==> src/rtl/uart_tx_arb_if.sv <==
// Requester and transmitter-side signal bundle for the UART line arbiter.
// slave is the arbiter's view; master is the view of the requesters and transmitter.
interface uart_tx_arb_if;
    logic [3:0]  req_valid;
    logic [31:0] req_data;
    logic [3:0]  req_ready;
    logic        tx_valid;
    logic [7:0]  tx_data;
    logic        tx_ready;
    logic [1:0]  grant_id;
    logic        line_active;

    modport master (
        output req_valid, req_data, tx_ready,
        input  req_ready, tx_valid, tx_data, grant_id, line_active
    );

    modport slave (
        input  req_valid, req_data, tx_ready,
        output req_ready, tx_valid, tx_data, grant_id, line_active
    );
endinterface

==> src/rtl/uart_tx_arb.sv <==
// Line-granular round-robin arbiter sharing one UART transmitter among four byte requesters.
// An owner keeps the transmitter until LF, MAX_LINE bytes, or IDLE_TO idle cycles.
module uart_tx_arb #(
    parameter int unsigned MAX_LINE = 32,
    parameter int unsigned IDLE_TO  = 1024
) (
    input logic          clk,
    input logic          rst_n,
    uart_tx_arb_if.slave bus
);
    localparam int unsigned IdleW = $clog2(IDLE_TO + 1);

    typedef enum logic {StIdle, StLock} state_e;

    state_e           state_q, state_d;
    logic             tx_valid_q, tx_valid_d;
    logic [7:0]       tx_data_q, tx_data_d;
    logic [1:0]       grant_q, grant_d;
    logic [1:0]       last_q, last_d;
    logic [7:0]       line_cnt_q, line_cnt_d;
    logic [IdleW-1:0] idle_cnt_q, idle_cnt_d;

    logic [1:0] rr_idx, rr_pick;
    logic       rr_found;
    logic       owner_valid, accept, rel;
    logic [7:0] owner_byte;

    // First valid requester searching upward from last_owner + 1.
    always_comb begin
        rr_pick  = 2'd0;
        rr_found = 1'b0;
        rr_idx   = 2'd0;
        for (int k = 1; k <= 4; k++) begin
            rr_idx = 2'(int'(last_q) + k);
            if (!rr_found && bus.req_valid[rr_idx]) begin
                rr_pick  = rr_idx;
                rr_found = 1'b1;
            end
        end
    end

    assign owner_valid = bus.req_valid[grant_q];
    assign owner_byte  = bus.req_data[{grant_q, 3'b000} +: 8];

    // Ready also gated by rst_n so nothing is accepted while reset is asserted.
    always_comb begin
        bus.req_ready = 4'b0000;
        if (rst_n && state_q == StLock && (!tx_valid_q || bus.tx_ready)) begin
            bus.req_ready[grant_q] = 1'b1;
        end
    end

    assign accept = |(bus.req_ready & bus.req_valid);

    always_comb begin
        state_d    = state_q;
        grant_d    = grant_q;
        last_d     = last_q;
        line_cnt_d = line_cnt_q;
        idle_cnt_d = idle_cnt_q;
        tx_valid_d = tx_valid_q;
        tx_data_d  = tx_data_q;
        rel        = 1'b0;

        if (accept) begin
            tx_valid_d = 1'b1;
            tx_data_d  = owner_byte;
        end else if (bus.tx_ready) begin
            tx_valid_d = 1'b0;
        end

        unique case (state_q)
            StIdle: begin
                if (rr_found) begin
                    state_d    = StLock;
                    grant_d    = rr_pick;
                    line_cnt_d = 8'd0;
                    idle_cnt_d = '0;
                end
            end
            StLock: begin
                if (accept) begin
                    line_cnt_d = line_cnt_q + 8'd1;
                    if (owner_byte == 8'h0A || line_cnt_q == 8'(MAX_LINE - 1)) begin
                        rel = 1'b1;
                    end
                end
                if (owner_valid) begin
                    idle_cnt_d = '0;
                end else begin
                    idle_cnt_d = idle_cnt_q + 1'b1;
                    if (idle_cnt_q == IdleW'(IDLE_TO - 1)) begin
                        rel = 1'b1;
                    end
                end
                if (rel) begin
                    state_d = StIdle;
                    last_d  = grant_q;
                end
            end
            default: state_d = StIdle;
        endcase
    end

    always_ff @(posedge clk) begin
        if (!rst_n) begin
            state_q    <= StIdle;
            tx_valid_q <= 1'b0;
            tx_data_q  <= 8'h00;
            grant_q    <= 2'd0;
            last_q     <= 2'd3;
            line_cnt_q <= 8'd0;
            idle_cnt_q <= '0;
        end else begin
            state_q    <= state_d;
            tx_valid_q <= tx_valid_d;
            tx_data_q  <= tx_data_d;
            grant_q    <= grant_d;
            last_q     <= last_d;
            line_cnt_q <= line_cnt_d;
            idle_cnt_q <= idle_cnt_d;
        end
    end

    assign bus.tx_valid    = tx_valid_q;
    assign bus.tx_data     = tx_data_q;
    assign bus.grant_id    = grant_q;
    assign bus.line_active = (state_q == StLock);
endmodule

==> src/flat_wrapper.sv <==
// flat-port wrapper written by rule: the top's interface ports become plain ports
module uart_tx_arb_flat 
#(
    parameter int unsigned MAX_LINE = 32,
    parameter int unsigned IDLE_TO  = 1024
)
  (clk, rst_n, bus_req_valid, bus_req_data, bus_tx_ready, bus_req_ready, bus_tx_valid, bus_tx_data, bus_grant_id, bus_line_active);
  uart_tx_arb_if bus_i ();
  input logic clk;
  input logic rst_n;
  input wire logic [$bits(bus_i.req_valid)-1:0] bus_req_valid;
  input wire logic [$bits(bus_i.req_data)-1:0] bus_req_data;
  input wire logic [$bits(bus_i.tx_ready)-1:0] bus_tx_ready;
  output wire logic [$bits(bus_i.req_ready)-1:0] bus_req_ready;
  output wire logic [$bits(bus_i.tx_valid)-1:0] bus_tx_valid;
  output wire logic [$bits(bus_i.tx_data)-1:0] bus_tx_data;
  output wire logic [$bits(bus_i.grant_id)-1:0] bus_grant_id;
  output wire logic [$bits(bus_i.line_active)-1:0] bus_line_active;
  assign bus_i.req_valid = bus_req_valid;
  assign bus_i.req_data = bus_req_data;
  assign bus_i.tx_ready = bus_tx_ready;
  assign bus_req_ready = bus_i.req_ready;
  assign bus_tx_valid = bus_i.tx_valid;
  assign bus_tx_data = bus_i.tx_data;
  assign bus_grant_id = bus_i.grant_id;
  assign bus_line_active = bus_i.line_active;
  uart_tx_arb #(.MAX_LINE(MAX_LINE), .IDLE_TO(IDLE_TO)) u_core (.clk(clk), .rst_n(rst_n), .bus(bus_i));
endmodule
==> config.mk <==
export PLATFORM = sky130hd
export DESIGN_NAME = uart_tx_arb_flat
export DESIGN_NICKNAME = d
export VERILOG_FILES = /design/src/rtl/uart_tx_arb_if.sv /design/src/rtl/uart_tx_arb.sv /design/src/flat_wrapper.sv
export SDC_FILE = /design/constraint.sdc
export NUM_CORES = 1
export LEC_CHECK = 0
export ABC_AREA = 1
export CAP_MARGIN = 20
export CELL_PAD_IN_SITES_DETAIL_PLACEMENT = 0
export CELL_PAD_IN_SITES_GLOBAL_PLACEMENT = 1
export CORE_MARGIN = 3
export CORE_UTILIZATION = 28
export DETAILED_ROUTE_END_ITERATION = 8
export HOLD_SLACK_MARGIN = 0.08
export PLACE_DENSITY = 0.69
export SLEW_MARGIN = 20
export SYNTH_ARGS = -nofsm -noshare
export SYNTH_HDL_FRONTEND = slang
export SYNTH_SLANG_ARGS = --single-unit
export TNS_END_PERCENT = 20
==> constraint.sdc <==
create_clock -name clk -period 1.95 [get_ports clk]
set_input_delay 0.195 -clock clk [delete_from_list [all_inputs] [get_ports clk]]
set_output_delay 0.195 -clock clk [all_outputs]
set_load 0.01 [all_outputs]
==> results list, run 1 <==
* Number of warnings issued by yosys: 0
- Register area share after synthesis: 29.2%
* Delay-heaviest family, CP: buffers and inverters
- Critical path launch point type: flop
* Arrival time of data at the critical path endpoint: 1570 ps
- Maximum vdd ir drop: roughly 0.23 mV
* Effective utilization at floorplan: 29.1%
- The net count of the finished layout is ~440.
- The floorplan step set the die width to approximately 96 um.
- Number of antenna violations at the first check in global routing: 0
* Height of the die: about 96 um
- The final hold violation count came to 0.
- Worst slew margin: between 70% and 80%
- Top Ports: 55
- After routing, the total negative slack on setup checks comes to 0 ps.
* Area of the mapped netlist: 0.00226 sq mm
- Ratio of cells with drive above 1 in the final layout: between 10% and 20%
- The final critical path takes up between 90 and 100% of the cycle.
- Maximum operating frequency: 566 MHz
- Ranked by total cell area, the synthesized netlist is headed by dfxtp_1 29%, nand2_1 14%, nand3_1 8.6%, nor2_1 5.0%, nand3_2 4.9%.
- Post-synth cell types: 31
* Bufs and invs on worst path: 2
- Count of buffers from port buffering: 54
* R2R Path Start: u_core.bus.grant_id[1]
- For this run, design rule violations remaining after detail routing come to 0.
* Leakage component of the power: 0.00122 uW
- Of the post-synthesis cell area, the dominant cell type holds 29.2%.
* Core box area: 0.00777 sq mm
* Max-cap viol count: 0
- Result of the run: complete, no violations
- Count of pins over their slew limit: 0
* Overall overflow remaining after global route: 0
- Final critical path time including I/O delays and setup: approximately 1800 ps
* Wire length of the first global-routing pass: about 10000 um
* Count of mapped cells out of synthesis: 343
- After synthesis the netlist holds a flip-flop and latch count of 33.
- Crit path max-delay cell type: clkdlybuf4s50_1
- Die Area: a little over 0.009 sq mm
- Detailed-router iteration count before antenna repair: 4
- Crit path largest cell delay: 560 ps
- Buffers added to address setup during post-CTS repair amount to 0.
- Dividing the detail-routed via count by the number of cells gives ~4.6.
* Syn-to-layout area delta: 34.1%
* Hold/Removal Path Class: reg -> reg
- Wire length per cell: between 10 and 15 um
* Required time of the critical path: 1750 ps
- Sum of net half-perimeters after detailed placement: 4770 um
* Gp weighted congestion: around 0.77
- The number of antenna diodes in the final layout is 0.
* Max Root-Sink Buffers: 2
- Transition at the pin with the smallest max-transition slack: 331 ps
* Starting DRC count in detailed routing: between 50 and 60
* Clock root buffer: clkbuf_8
- The signal on the critical path passes through buf_4, clkdlybuf4s50_1.
- Summed over all layers, the routed wires come to ~6000 um.
- CTS H-tree depth: 2
- Clock latency reported for the late side of the worst-skew pair: 290 ps
- The detailed router placed ~2300 vias in this run.
- CTS saw 33 sinks.
* Number of global-route vias before repair: 2295
* Number of standard cells in the layout, taps in and fillers out: 506
* Critical path peak fanout: 17
* Rows: 32
- Each instance of the synthesized netlist takes up on average around 6.6 sq um.
- Counting tap cells, the placed design contains a total of 497 instances.
* Antenna-violating nets left: 0
* GRT Util Overall: 14.3%
- Num CTS Buffers: 5
* Endpoints failing setup: 0
- Entering global routing, the biggest net connects 18 pins.
- Class of the most critical setup path: reg -> out
- Cell type with the highest aggregate area in the netlist: dfxtp_1
- Worst Skew: approximately 10 ps
- Post-Synthesis Net Count: 384
- The most critical setup path has its startpoint at u_core.bus.grant_id[1].
- Unrepaired setup endpoints after global routing: false
* Crit path capture type: primary output
- Startpoint of the worst hold path: u_core.line_cnt_q[6]
* Clk pin slew, worst setup/hold paths: 60 ps
* PwrDens: between 500 and 600 mW/mm^2
- TritonCTS built the clock tree.
what timing repair did:
item / CTS / global route
gates resized for setup: 4 / 6
cloned: 0 / 1
hold buffers: 0 / 0
endpoints found under the setup margin: 3 / 14
report_power, final:
part	internal, uW	leakage [uW]	total, uW	switching (uW)
Combinational	190	0.000904	401	210
Sequential	697	0.000268	722	24.7
Clock	247	0.0000450	507	260
Total	1130	0.00122	1630	494
synthesized netlist by cell type:
cell type / number
inv_2: 4
ha_1: 2
nand2_1: 87
nor3_2: 2
buf_2: 3
o211ai_1: 1
nand3_1: 39
inv_4: 1
o21ai_2: 2
xnor2_1: 1
a21oi_2: 8
nor2_1: 30
o2111ai_4: 1
clkbuf_1: 2
nand2_2: 6
xor2_1: 4
o21a_1: 2
buf_4: 5
nor2_2: 2
nand3_2: 11
dfxtp_1: 33
nand4_1: 12
o21ai_0: 12
a21oi_1: 19
nor2_4: 1
nand2_4: 1
buf_1: 1
o21ai_1: 11
buf_6: 4
nor3_1: 8
inv_1: 28
registers in the layout (all words and copies together), names as in the netlist:
signal and cells:
u_core.line_cnt_q 8, u_core.bus.line_active 1, u_core.bus.tx_data 8, u_core.last_q 2
u_core.bus.grant_id 2, u_core.idle_cnt_q 11, u_core.bus.tx_valid 1
per-stage QoR:
step	setup WS, ps	area (sq um)	util, %	hold slack (ps)	total power [uW]
2_1_floorplan	464	2260	-	333	954
3_3_place_gp	-56.0	2930	37.8	460	1140
3_5_place_dp	-73.3	2930	37.8	471	1140
4_1_cts	6.20	3010	38.8	481	1650
5_1_grt	14.3	3030	39.1	499	1720
6_report	183	3030	39.1	474	1630
logic make-up after synthesis:
logic type / Yosys count / share of synthesized area, %
and+or+nand+nor: 199 / 42.1
AOI/OAI and AO/OA: 56 / 15.3
buffers and inverters: 48 / 10.4
DFF: 33 / 29.2
xor gates and xnor gates: 5 / 1.93
adders and majority gates: 2 / 1.11
final cells by class:
class,count,area (sq um)
clock buffers,6,72.6
inverters,33,130
repair buffers,67,649
flip-flops and latches,33,664
multi-input cells,262,1370
clock inverters,2,10.0
repair inverters,1,7.51
well taps,102,128
fillers,865,4730
final timing paths:
check                          end  slack [ps]  depth (start not counted)
max                bus_grant_id[1]         180                          2
max reg2reg  u_core.bus.tx_data[0]         230                          8
min reg2reg   u_core.line_cnt_q[6]         470                          2
min           u_core.line_cnt_q[6]         470                          2
layer usage:
layer	share of wire, %	track usage, %	vias to the layer above
met4	2.4	5.09	0
li1	-	-	1255
met2	48	24.9	29
met5	0	0	-
met3	2.8	2.58	12
met1	47	17.6	1045
layout by cell type (no fill, tap or decap), types with 4 or more instances in the layout:
cell	count
clkbuf_8	5
inv_1	27
o21ai_0	12
nand3_1	39
nor3_1	8
buf_4	12
nand4_1	12
nand2_2	6
clkdlybuf4s50_1	50
dfxtp_1	30
nand3_2	11
nor2_1	30
a21oi_2	8
nand2_1	87
inv_2	4
o21ai_1	11
xor2_1	4
a21oi_1	19
worst register-to-register path, cell delays in order, from the launching register on:
cell	delay [ps]
dfxtp_2	390
nor2_2	320
nand2_1	150
o2111ai_4	190
nand2_4	70
inv_2	200
buf_12	160
o21ai_0	70
a21oi_1	110
Power figures use the tool's default switching activity.
==> inputs of run 2 (changes only) <==
--- a/config.mk
+++ b/config.mk
@@ -12,8 +12,10 @@
 export CORE_MARGIN = 3
 export CORE_UTILIZATION = 28
 export DETAILED_ROUTE_END_ITERATION = 8
+export DONT_BUFFER_PORTS = 1
+export GPL_TIMING_DRIVEN = 0
 export HOLD_SLACK_MARGIN = 0.08
-export PLACE_DENSITY = 0.69
+export PLACE_DENSITY = 0.57
 export SLEW_MARGIN = 20
 export SYNTH_ARGS = -nofsm -noshare
 export SYNTH_HDL_FRONTEND = slang
==> constraint.sdc (replaced) <==
create_clock -name clk -period 1.95 [get_ports clk]
set_input_delay 0.195 -clock clk [delete_from_list [all_inputs] [get_ports clk]]
set_output_delay 0.195 -clock clk [all_outputs]
set_load 0.02 [all_outputs]
==> results list, run 2 (synthesis results as in run 1) <==
- From bottom edge to top edge, the die measures between 90 and 100 um.
- Summed over all cells, the static leakage comes to 0.00102 uW.
- After detailed routing, the number of remaining DRC violations is 0.
- Starting DRC count in detailed routing: 83
* Cells traversed along the worst timing path: inv_1, nor3_2, inv_1, nor3_4
- TritonCTS created 5 clock buffers.
- The count of nets left with antenna violations once routing finished came out at 0.
* Number of antenna violations at the first check in global routing: 0
* Vias after detailed routing: between 2000 and 2500
* TNS Setup: 0 ps
* Total Routed Length: 6420 um
- Most common cell after layout, fill and taps aside: nand2_1
- Setup repair after global routing left no endpoint under its margin.
* Required time of the critical path: 1750 ps
- The worst register-to-register path has a setup slack of about 190 ps.
- ANT cells: 0
* Wire length per cell: 14.1 um
- Result of the run: complete, no violations
* Flip-flop count of the largest register after layout: 11
* Hold/Removal Path Class: in -> reg
- Counting every sink on the clock net gives 33.
- Detailed-router iteration count before antenna repair: 6
- Crit path capture type: primary output
- The routed design could run at a clock period as short as 1810 ps.
* Pin count of the biggest net entering global routing: 12
- TritonCTS built the clock tree.
* Critical path peak fanout: 4
* Number of standard cells in the layout, taps in and fillers out: 457
* Crit path max-delay cell type: dfxtp_2
- Clk pin slew, worst setup/hold paths: 70 ps
- Rows: 32
- The die covers 0.00920 sq mm.
- Fill cells in the final layout number 864.
- The worst path uses 92.7% of the clock period.
* Arrival time of data at the critical path endpoint: 1610 ps
- Total instance count after detailed placement: 445
- Endpoints failing setup: 0
- Worst slew margin: 56.4%
* Number of hold violations in the final report: 0
- Gp weighted congestion: 0.772
- Met3 usage: 4.07%
* Clock root buffer: clkbuf_8
- At the pin with the least slew margin, the transition time is 654 ps.
- In the routed layout, each cell is associated on average with a via count of 4.81.
- Footprint of the flip-flops and latches: about 660 sq um
- Ratio of cells with drive above 1 in the final layout: 20.0%
- The first global-routing pass estimated 10600 um of wire.
- The library cells used most frequently in the layout, excluding fill and tap cells, are 87 x nand2_1, 39 x nand3_1, 30 x dfxtp_1, 29 x nor2_1, 27 x inv_1.
* Global-route met1 utilization: 19.2%
* Count of buffers from port buffering: 0
- Maximum operating frequency: 553 MHz
* Top Ports: 55
* Final std cell area, no fill: 0.00259 sq mm
- Most used routing layer in global routing: met2
* Minimum hold slack: 135 ps
- The clock reaches the later pin of the worst-skew pair after approximately 290 ps.
- The number of global-route vias before repair was ~2100.
- Between clock sinks in the finished design, the worst skew comes to 5.86 ps.
- Broken down by cell family, the worst path's largest delay share belongs to simple AND/OR/NAND/NOR gates.
* Effective utilization at floorplan: 29.1%
- Across the VDD grid, the largest voltage drop is 0.332 mV.
- Class of the most critical setup path: reg -> out
- Once placement finished, the instance area stood at 0.00239 sq mm.
- Max-cap viol count: 0
- Overall overflow remaining after global route: 0
- Final nets: between 300 and 400
- PwrDens: 670 mW/mm^2
* Max Root-Sink Buffers: 2
- Met2 Usage GRT: around a quarter
- Count of pins over their slew limit: 0
* Largest register by flop count: u_core.idle_cnt_q
- Critical path's most frequent cell: inv_1
* Crit path largest cell delay: between 400 and 500 ps
- The multi-input combinational cells in the finished layout cover a total of between 0.001 and 0.0015 sq mm.
- The design draws 1730 uW.
* Core box area: 0.00777 sq mm
- The number of buffers and inverters on the critical path is 2.
* GRT Util Overall: between 10% and 20%
* CTS H-tree depth: 2
- Detailed placement ended at an HPWL of 4790 um.
* Syn-to-layout area delta: 14.4%
- The worst setup path is launched from a flop.
* Die width: approximately 96 um
==> run 2: cell types whose count changed in the layout (fill, tap and decap cells not counted), sizes merged <==
cell	previous run	this run
buf	13	16
bufinv	0	1
clkbuf	6	8
clkdlybuf4s50	50	0
clkinv	2	0
dlygate4sd2	3	0
dlygate4sd3	0	1
dlymetal6s2s	1	0
==> run 2: report_power, final <==
group	total [uW]	internal (uW)	switching, uW	leakage [uW]
Clock	689	416	274	0.0000574
Sequential	742	697	45.2	0.000269
Combinational	303	99.6	203	0.000691
==> run 2: metal layers <==
layer  up-vias  part of all wire [%]  routed length [um]
li1       1155                     -                   -
met1      1003                    48                3090
met2        32                    47                3000
met3         7                   4.3                 277
met4         0                  0.86                  55
met5         -                     0                   0
==> run 2: metrics by stage <==
stage | setup slack [ps] | utilization [%]
2_1_floorplan | 316 | -
3_3_place_gp | 77.6 | 30.8
3_5_place_dp | 66.9 | 30.8
4_1_cts | -32.8 | 32.7
5_1_grt | 24.6 | 33.3
6_report | 143 | 33.3
==> run 2: what timing repair did <==
action,CTS,global route
hold endpoints to repair,6,0
gates cloned,0,0
setup buffers,0,3
gates resized for setup,4,8
setup endpoints to repair,3,11
hold buffers,1,0
==> run 2: final cells by class <==
type                       instances  share of cell area, %
inverter                          33                   5.03
buffer                            15                   4.25
timing repair buffer               4                   1.26
sequential                        33                   25.7
clock inverter                     2                   1.45
multi-input combinational        262                   54.2
clock buffer                       6                   3.19
tap                              102                   4.93
==> run 2: final timing paths <==
path,from,endpoint,depth (start not counted)
setup / recovery,u_core.bus.line_active,bus_req_ready[0],4
hold / removal,rst_n,u_core.idle_cnt_q[6],2
setup reg to reg,u_core.bus.grant_id[1],u_core.line_cnt_q[6],8
hold reg to reg,u_core.line_cnt_q[6],u_core.line_cnt_q[6],2
==> inputs of run 3 (changes only) <==
--- a/config.mk
+++ b/config.mk
@@ -14,7 +14,7 @@
 export DETAILED_ROUTE_END_ITERATION = 8
 export DONT_BUFFER_PORTS = 1
 export GPL_TIMING_DRIVEN = 0
-export HOLD_SLACK_MARGIN = 0.08
+export HOLD_SLACK_MARGIN = 0.02
 export PLACE_DENSITY = 0.57
 export SLEW_MARGIN = 20
 export SYNTH_ARGS = -nofsm -noshare
==> results list, run 3 (synthesis results as in run 1) <==
- Result of the run: complete, no violations
* Largest register by flop count: u_core.idle_cnt_q
* CTS H-tree depth: 2
- Clock root buffer: clkbuf_8
- Sum of internal, switching and leakage power: ~1700 uW
- The top cell types in the final layout, fill and taps aside, are 87 x nand2_1, 39 x nand3_1, 30 x dfxtp_1, 29 x nor2_1, 27 x inv_1.
- For this run, the share of the core covered by cells in the final layout is about a third.
* Wire length of the first global-routing pass: 10500 um
* TritonCTS clock tree: yes
- Gp weighted congestion: 0.772
- On the critical path the largest part of the delay comes from simple AND/OR/NAND/NOR gates.
- Effective utilization at floorplan: 29.1%
- Setup violations remaining at the end of the flow were counted as 0.
- In this run the core area contains 32 standard-cell rows.
* Bufs and invs on worst path: 2
- Setup WS post-layout: 142 ps
* Hold/Removal Path Class: in -> reg
* Ratio of cells with drive above 1 in the final layout: 20.1%
- Unrepaired setup endpoints after global routing: false
- For this design the static power due to leakage is 0.00101 uW.
- The number of placed instances, taps included, is 445.
- Syn-to-layout area delta: 13.9%
- 55 I/O pins were placed.
- Crit path max-delay cell type: dfxtp_2
- The number of antenna diodes in the final layout is 0.
* Vias after detailed routing: 2194
- The routed design could run at a clock period as short as about 1800 ps.
- Measured against its own limit, the worst slew margin works out to between 50% and 60%.
- Minimum hold slack: 39.7 ps
- Counting the fill cells in the layout gives 865.
* Starting DRC count in detailed routing: 85
- The critical path is of the reg -> out type.
- Across the routed clock network, the largest skew measured is 6.64 ps.
- Critical path peak fanout: 4
- Setup slack after placement: between 60 and 70 ps
- The register with the most flip-flops in the layout has 11 of them.
- Highest metal layer used by the detailed router: met4
* Number of global-route vias before repair: 2092
- Sinks on the clock net: 33
- Die width: 95.9 um
- Final nets: between 300 and 400
* Cells traversed along the worst timing path: inv_1, nor3_2, inv_1, nor3_4
- At the worst endpoint, the required time is between 1500 and 2000 ps.
- Clock-pin slew was measured on the worst setup and hold paths at 70 ps.
- Count of buffers from port buffering: 0
- Pin count of the biggest net entering global routing: 12
- Height of the die: 95.9 um
- Number of antenna violations at the first check in global routing: 0
* Hold_buf cts: 0
- Number of hold violations in the final report: 0
* Sum of net half-perimeters after detailed placement: between 4000 and 5000 um
- Die Area: 0.00920 sq mm
- Routed via count divided by cell count: 4.81
- For this run the aggregate overflow at the end of global routing stands at 0.
- Number of standard cells in the layout, taps in and fillers out: 456
- Core box area: 0.00777 sq mm
- PwrDens: just under 700 mW/mm^2
* GRT Util Overall: 14.6%
* Most common cell after layout, fill and taps aside: nand2_1
- The worst setup path is captured at a primary output.
- No sink is reached through more buffers than the 2 on the longest clock path.
* Detailed-router iteration count before antenna repair: 4
- Wire length per cell: 14.0 um
- Critical path's most frequent cell: inv_1
* Clock latency reported for the late side of the worst-skew pair: 290 ps
* Maximum operating frequency: 553 MHz
- The largest single stage delay on the critical path is 430 ps.
- Across the VDD grid, the largest voltage drop is 0.332 mV.
- Num CTS Buffers: 5
* Arrival time of data at the critical path endpoint: 1610 ps
* Final clock period utilization by the worst path: 92.7%
* Routed met1 length: 3080 um
* Count of pins over their slew limit: 0
- Max-cap viol count: 0
* Total Routed Length: 6390 um
- Critical path launch point type: flop
* Amount of wire on met2 after detailed routing: 3000 um
* Met3 wire length: roughly 270 um
- At the pin with the least slew margin, the transition time is around 650 ps.
- For this run, design rule violations remaining after detail routing come to 0.
* Antenna-violating nets left: 0
run 3: cell types whose count changed in the layout (fill, tap and decap cells not counted):
| cell | before | now |
|---|---|---|
| dlygate4sd3_1 | 1 | 0 |
run 3: timing repair:
action                     CTS  global route
setup buffers                0             3
resized for setup            4             8
setup endpoints to repair    3            11
run 3: report_power, final:
group          internal (uW)  switching [uW]  total, uW
combinational           98.2             202        300
clock                    416             275        691
sequential               697            45.0        742
total                   1210             522       1730
run 3: final cells by class:
cell class / count / area, sq um / share of cell area, %
Inverter: 33 / 130 / 5.05
Multi-Input combinational cell: 262 / 1400 / 54.4
Sequential cell: 33 / 664 / 25.8
Clock inverter: 2 / 37.5 / 1.46
Clock buffer: 6 / 82.6 / 3.20
Buffer: 15 / 110 / 4.27
Tap cell: 102 / 128 / 4.95
Timing Repair Buffer: 3 / 22.5 / 0.873
run 3: worst reg2reg max path, delay by kind of cell, from the launching register on:
kind	cells	cell delay [ps]
compound gates	2	420
buf+inv	3	520
flops	1	460
simple gates	3	290
run 3: final timing paths:
| check | start | to | slack [ps] | cells after the start |
|---|---|---|---|---|
| setup reg to reg | u_core.bus.grant_id[1] | u_core.line_cnt_q[6] | 180 | 8 |
| hold reg to reg | u_core.line_cnt_q[6] | u_core.line_cnt_q[6] | 470 | 2 |
| hold / removal | rst_n | u_core.bus.tx_data[5] | 40 | 2 |
| setup / recovery | u_core.bus.line_active | bus_req_ready[0] | 140 | 4 |
run 3: routing by layer:
metal  GRT usage [%]  vias to the layer above
met1            19.2                     1000
li1                -                     1153
met5               0                        -
met2            24.0                       34
met3            3.52                        7
met4            3.20                        0
run 3: through the flow:
step | setup TNS [ps] | cell area [sq um]
floorplan | 0 | 2260
global placement | 0 | 2390
detailed placement | 0 | 2390
CTS | -116 | 2530
global route | 0 | 2580
finish | 0 | 2580
